==> src/rtl/muldiv_seq.sv <==
// Sequential multiply/divide unit: one shift-add or restoring shift-subtract step per cycle.
// Define MULDIV_SEQ_DIV_EN to build the divide datapath; otherwise divide opcodes return 0.
module muldiv_seq #(
  parameter int unsigned DATA_WIDTH = 32,
  parameter int unsigned OP_LENGTH  = 3
) (
  input  logic                  clk,
  input  logic                  reset,
  input  logic                  start,
  input  logic                  flush,
  input  logic [OP_LENGTH-1:0]  Operation,
  input  logic [DATA_WIDTH-1:0] SrcA,
  input  logic [DATA_WIDTH-1:0] SrcB,
  output logic                  busy,
  output logic                  done,
  output logic [DATA_WIDTH-1:0] Result
);

  localparam int unsigned W  = DATA_WIDTH;
  localparam int unsigned CW = (W > 1) ? $clog2(W) : 1;

  typedef enum logic [1:0] {StIdle, StCalc, StDone} state_e;

  state_e         state;
  logic [CW-1:0]  cnt_q;
  logic [2:0]     op_q;
  logic [W-1:0]   opnd_q;
  logic [W-1:0]   hi_q;
  logic [W-1:0]   lo_q;
  logic           neg_q;

  logic           a_signed, b_signed, a_neg, b_neg, ld_neg;
  logic [W-1:0]   a_mag, b_mag, ld_opnd, ld_lo;
  logic [W:0]     sum;
  logic [W-1:0]   step_hi, step_lo, final_res;
  logic [2*W-1:0] prod, prod_s;

  // Operand decode at issue: magnitudes plus the sign to re-apply to the final result.
  always_comb begin
    if (!Operation[2]) begin
      a_signed = (Operation[1:0] != 2'b11);
      b_signed = !Operation[1];
    end else begin
      a_signed = !Operation[0];
      b_signed = !Operation[0];
    end
    a_neg = a_signed & SrcA[W-1];
    b_neg = b_signed & SrcB[W-1];
    a_mag = a_neg ? -SrcA : SrcA;
    b_mag = b_neg ? -SrcB : SrcB;
    if (!Operation[2]) begin
      ld_opnd = a_mag;
      ld_lo   = b_mag;
      ld_neg  = a_neg ^ b_neg;
    end else begin
      ld_opnd = b_mag;
      ld_lo   = a_mag;
      // Divide by zero keeps the all-ones quotient unsigned; remainder follows the dividend.
      ld_neg  = Operation[1] ? a_neg : ((a_neg ^ b_neg) & (|SrcB));
    end
  end

`ifdef MULDIV_SEQ_DIV_EN
  logic [W:0]   shifted;
  logic [W+1:0] diff;
  logic [W-1:0] div_sel;
`endif

  always_comb begin
    step_hi = hi_q;
    step_lo = lo_q;
    sum     = '0;
`ifdef MULDIV_SEQ_DIV_EN
    shifted = '0;
    diff    = '0;
`endif
    if (!op_q[2]) begin
      sum     = {1'b0, hi_q} + (lo_q[0] ? {1'b0, opnd_q} : '0);
      step_hi = sum[W:1];
      step_lo = {sum[0], lo_q[W-1:1]};
    end
`ifdef MULDIV_SEQ_DIV_EN
    else begin
      shifted = {hi_q, lo_q[W-1]};
      diff    = {1'b0, shifted} - {2'b00, opnd_q};
      if (!diff[W+1]) begin
        step_hi = diff[W-1:0];
        step_lo = {lo_q[W-2:0], 1'b1};
      end else begin
        step_hi = shifted[W-1:0];
        step_lo = {lo_q[W-2:0], 1'b0};
      end
    end
`endif
  end

  always_comb begin
    prod   = {step_hi, step_lo};
    prod_s = neg_q ? -prod : prod;
`ifdef MULDIV_SEQ_DIV_EN
    div_sel = op_q[1] ? step_hi : step_lo;
`endif
    if (!op_q[2]) begin
      final_res = (op_q[1:0] == 2'b00) ? prod_s[W-1:0] : prod_s[2*W-1:W];
    end else begin
`ifdef MULDIV_SEQ_DIV_EN
      final_res = neg_q ? -div_sel : div_sel;
`else
      final_res = '0;
`endif
    end
  end

  always_ff @(posedge clk) begin
    if (reset) begin
      state  <= StIdle;
      busy   <= 1'b0;
      done   <= 1'b0;
      Result <= '0;
      cnt_q  <= '0;
      op_q   <= '0;
      opnd_q <= '0;
      hi_q   <= '0;
      lo_q   <= '0;
      neg_q  <= 1'b0;
    end else begin
      done <= 1'b0;
      unique case (state)
        StIdle: begin
          if (start && !flush) begin
            state  <= StCalc;
            busy   <= 1'b1;
            op_q   <= Operation[2:0];
            opnd_q <= ld_opnd;
            hi_q   <= '0;
            lo_q   <= ld_lo;
            neg_q  <= ld_neg;
            cnt_q  <= '0;
          end
        end
        StCalc: begin
          if (flush) begin
            state <= StIdle;
            busy  <= 1'b0;
          end else begin
            hi_q  <= step_hi;
            lo_q  <= step_lo;
            cnt_q <= cnt_q + 1'b1;
            if (cnt_q == CW'(W - 1)) begin
              state  <= StDone;
              done   <= 1'b1;
              Result <= final_res;
            end
          end
        end
        StDone: begin
          state <= StIdle;
          busy  <= 1'b0;
        end
        default: begin
          state <= StIdle;
          busy  <= 1'b0;
        end
      endcase
    end
  end

endmodule
==> config.mk <==
export PLATFORM = sky130hd
export DESIGN_NAME = muldiv_seq
export DESIGN_NICKNAME = d
export VERILOG_FILES = /design/src/rtl/muldiv_seq.sv
export SDC_FILE = /design/constraint.sdc
export NUM_CORES = 1
export LEC_CHECK = 0
export BUFFER_PORTS_ARGS = -buffer_cell sky130_fd_sc_hd__buf_4
export CORE_UTILIZATION = 55
export DETAILED_ROUTE_END_ITERATION = 10
export GPL_TIMING_DRIVEN = 1
export PLACE_DENSITY = 0.84
export SKIP_LAST_GASP = 1
export SLEW_MARGIN = 20
export SYNTH_ARGS = -nofsm -noshare
export SYNTH_HDL_FRONTEND = slang
export SYNTH_SLANG_ARGS = --single-unit
==> constraint.sdc <==
create_clock -name clk -period 7.4 [get_ports clk]
set_input_delay 0.37 -clock clk [delete_from_list [all_inputs] [get_ports clk]]
set_output_delay 0.37 -clock clk [all_outputs]
set_load 0.02 [all_outputs]
==> flow_summary.toml <==
[run_status]
status = "finished clean"

[clock_network]
clockRootBuffer = "clkbuf_16"
cts_buffer_depth = 2
cts_setup_buffers = 0
clk_transition_reported_paths_ns = 0.07
cts_tree = "yes"
post_cts_resized = 0
cts_sinks = 141
clock_latency_ns = 0.44
cts_hold_buf = 0
cts_made_buffers = 17
htreeDepth = 4

[sta]
rsz0062_at_grt = "no"
period_needed_ns = 5.04
tightest_slew_ns = 1.09
slew_violations = 0
max_freq_mhz = 199
timing.slew.headroom_pct = 27.4
finClkSkew_ns = 0.0123
setup_slack_ns = 2.36
hold_viol_final = 0
setup_viol = 0
period_share_pct = 68.1
final.setup.tns_ns = 0

[synthesis]
synth.distinct_cells = 85
synthCells = 1704
synthArstFlopShare_pct = 0
ys_ff_latch = 141
ys_warn_count = 0
synth_edf_count = 0
synth_top_area_share_pct = 23.6
synth_area_um2 = 12000
syn_nets = 1813
ys_seq_area_share_pct = 23.6
ys_top_cells_by_area = "dfxtp_1 24%, nor2_1 6.7%, a21oi_1 6.4%"
syn_area_per_cell_um2 = 7.03
synth.most_common_cell = "nor2_1"
yosysTopAreaCell = "dfxtp_1"
synth-main-ff-cell = "dfxtp_1"
synth_common_cells = "215 x nor2_1, 204 x nand2_1, 154 x a21oi_1"

[place]
hpwl_um = 31900
place.gp.congestion = 1.23
numPortBuffers = 104
dp.cells = 1980
dp_slack_ns = 2.45

[floorplan]
die_x_um = 150
fp.coreArea_um2 = 21200
initial_utilization_pct = 56.5
die_h_um = 150
rows = 53
dieArea_um2 = 22400
ios = 105

[detailed_routing]
drt_iter0_drc = 1542
postRouteWirelength_um = 42500
ant_nets = 0
via_count = 13400
route.detailed.drc = 0
first_pass_iters = 5
viasPerCell = 6.66
wl_per_cell_um = 21.1

[critical_path]
path_cells = "and2_1, ha_1, fa_1, a211oi_2, o21ai_2, a2111oi_2, nor3b_1, or3b_1, or4b_1, and4bb_1, nand4_1, o41ai_2, xor2_1, a211oi_1"
cp-startpoint = "lo_q[0]"
worstSetupEndpointType = "flip-flop"
slowest_delay_ns = 0.63
crit_end = "Result[30]"
crit_path_max_fanout = 36
cp.depth = 14
r2r_cells = 14
cp.arrival_ns = 5.38
rrSetupSlack_ns = 2.36
critical_path_required_ns = 7.75
reg2reg_to = "Result[30]"
startpoint_type = "flip-flop"
slowest_stage = "or4b_1"
crit_family = "simple AND/OR/NAND/NOR gates"
crit_type = "flip-flop to flip-flop"
path_buf_inv = 0
reg2reg_from = "lo_q[0]"

[global_routing]
grt-ovfl-total = 0
antenna_found_initial = 0
grt_pass1_wl_um = 64500
grt_pass1_vias = 11700
grt_max_degree = 102
grtUsageTotal_pct = 37.5

[power]
p_leak_nw = 5.16
total_power_mw = 2.21
ir_drop_v = 0.000164
power_density_nw_per_um2 = 165

[final_layout]
fin_nets = 1833
final_cells = 2012
drive_above_1_share_pct = 10.8
antenna_cells = 0
synthToLayoutAreaGrowth_pct = 11.9

[run]
maxCapViolCount = 0

[worst_hold_path]
min_path_type = "primary input to flip-flop"
## registers in the layout, indices dropped and copies added, names as in the netlist
| signal | cells |
|---|---|
| lo_q | 32 |
| busy | 1 |
| opnd_q | 32 |
| neg_q | 1 |
| cnt_q | 5 |
| hi_q | 32 |
| done | 1 |
| op_q | 3 |
| state | 2 |
| Result | 32 |
## final cells by class
| cell class | count | area, um^2 |
|---|---|---|
| clock inverter | 15 | 184 |
| clock buffer | 17 | 425 |
| multi-input combinational | 1418 | 8620 |
| inverter | 24 | 90.1 |
| fill | 1939 | 7810 |
| timing repair buffer | 122 | 916 |
| sequential | 141 | 2830 |
| tap | 275 | 344 |
## logic make-up after synthesis
family	count (synthesis)	synth area share, %
simple gates	692	27.1
compound gates	539	29.4
buf+inv	145	4.60
flops	141	23.6
xor+xnor	108	7.89
mux	41	3.49
fa+ha+maj	38	4.03
## worst min-delay path by stage
stage                     from    endpoint  slack (ns)  depth (start not counted)
finish                   flush    state[0]        0.11                          2
global route             flush    state[0]        0.13                          2
CTS                      flush    state[0]        0.11                          2
detailed placement   opnd_q[9]   opnd_q[9]        0.44                          2
global placement    opnd_q[17]  opnd_q[17]        0.44                          2
floorplan           opnd_q[18]  opnd_q[18]        0.43                          2
## worst reg2reg max path: cells and delay by family (launching register included)
kind | cells | cell delay (ns)
and+or+nand+nor | 6 | 2.03
xor gates and xnor gates | 1 | 0.13
AOI/OAI and AO/OA | 5 | 1.56
DFF | 1 | 0.57
adders and majority gates | 2 | 0.66
## power breakdown
part / internal [mW] / switching (mW) / leakage (nW)
clock: 0.460 / 0.415 / 0.298
sequential: 0.787 / 0.0473 / 1.15
combinational: 0.177 / 0.328 / 3.71
total: 1.42 / 0.791 / 5.16
## cell usage in the layout, fill, tap and decap left out, drive strengths merged, types with 7 or more instances in the layout
cell,n
nor2,216
nand2,204
a21oi,155
dfxtp,141
buf,122
o21ai,115
nor3,56
xor2,55
xnor2,53
and2,47
o211ai,47
a211oi,43
nand3,41
ha,37
mux2i,35
inv,32
a311oi,22
a31oi,19
nor4,19
nand2b,18
clkbuf,17
and3,15
o31ai,15
nand4,15
a22oi,14
or3,13
a21o,11
nor2b,11
or4,10
o21a,9
a2111oi,9
o41ai,8
a21boi,7
clkinv,7
## stage by stage
stage / instance area [um^2] / hold slack, ns / util (%)
final: 13400 / 0.113 / 63.2
after global routing: 13400 / 0.127 / 63.2
after CTS: 13400 / 0.111 / 63.2
after detailed placement: 12800 / 0.442 / 60.3
after global placement: 12800 / 0.436 / 60.3
after floorplan: 12000 / 0.427 / -
## per-layer routing
metal | track usage (%) | up-vias | part of all wire (%)
met2 | 56.8 | 820 | 43
met3 | 7.50 | 144 | 10
met4 | 24.8 | 0 | 6.6
li1 | - | 6277 | -
met1 | 48.1 | 6158 | 40
met5 | 0 | - | 0
(Power assumes the default switching activity.)
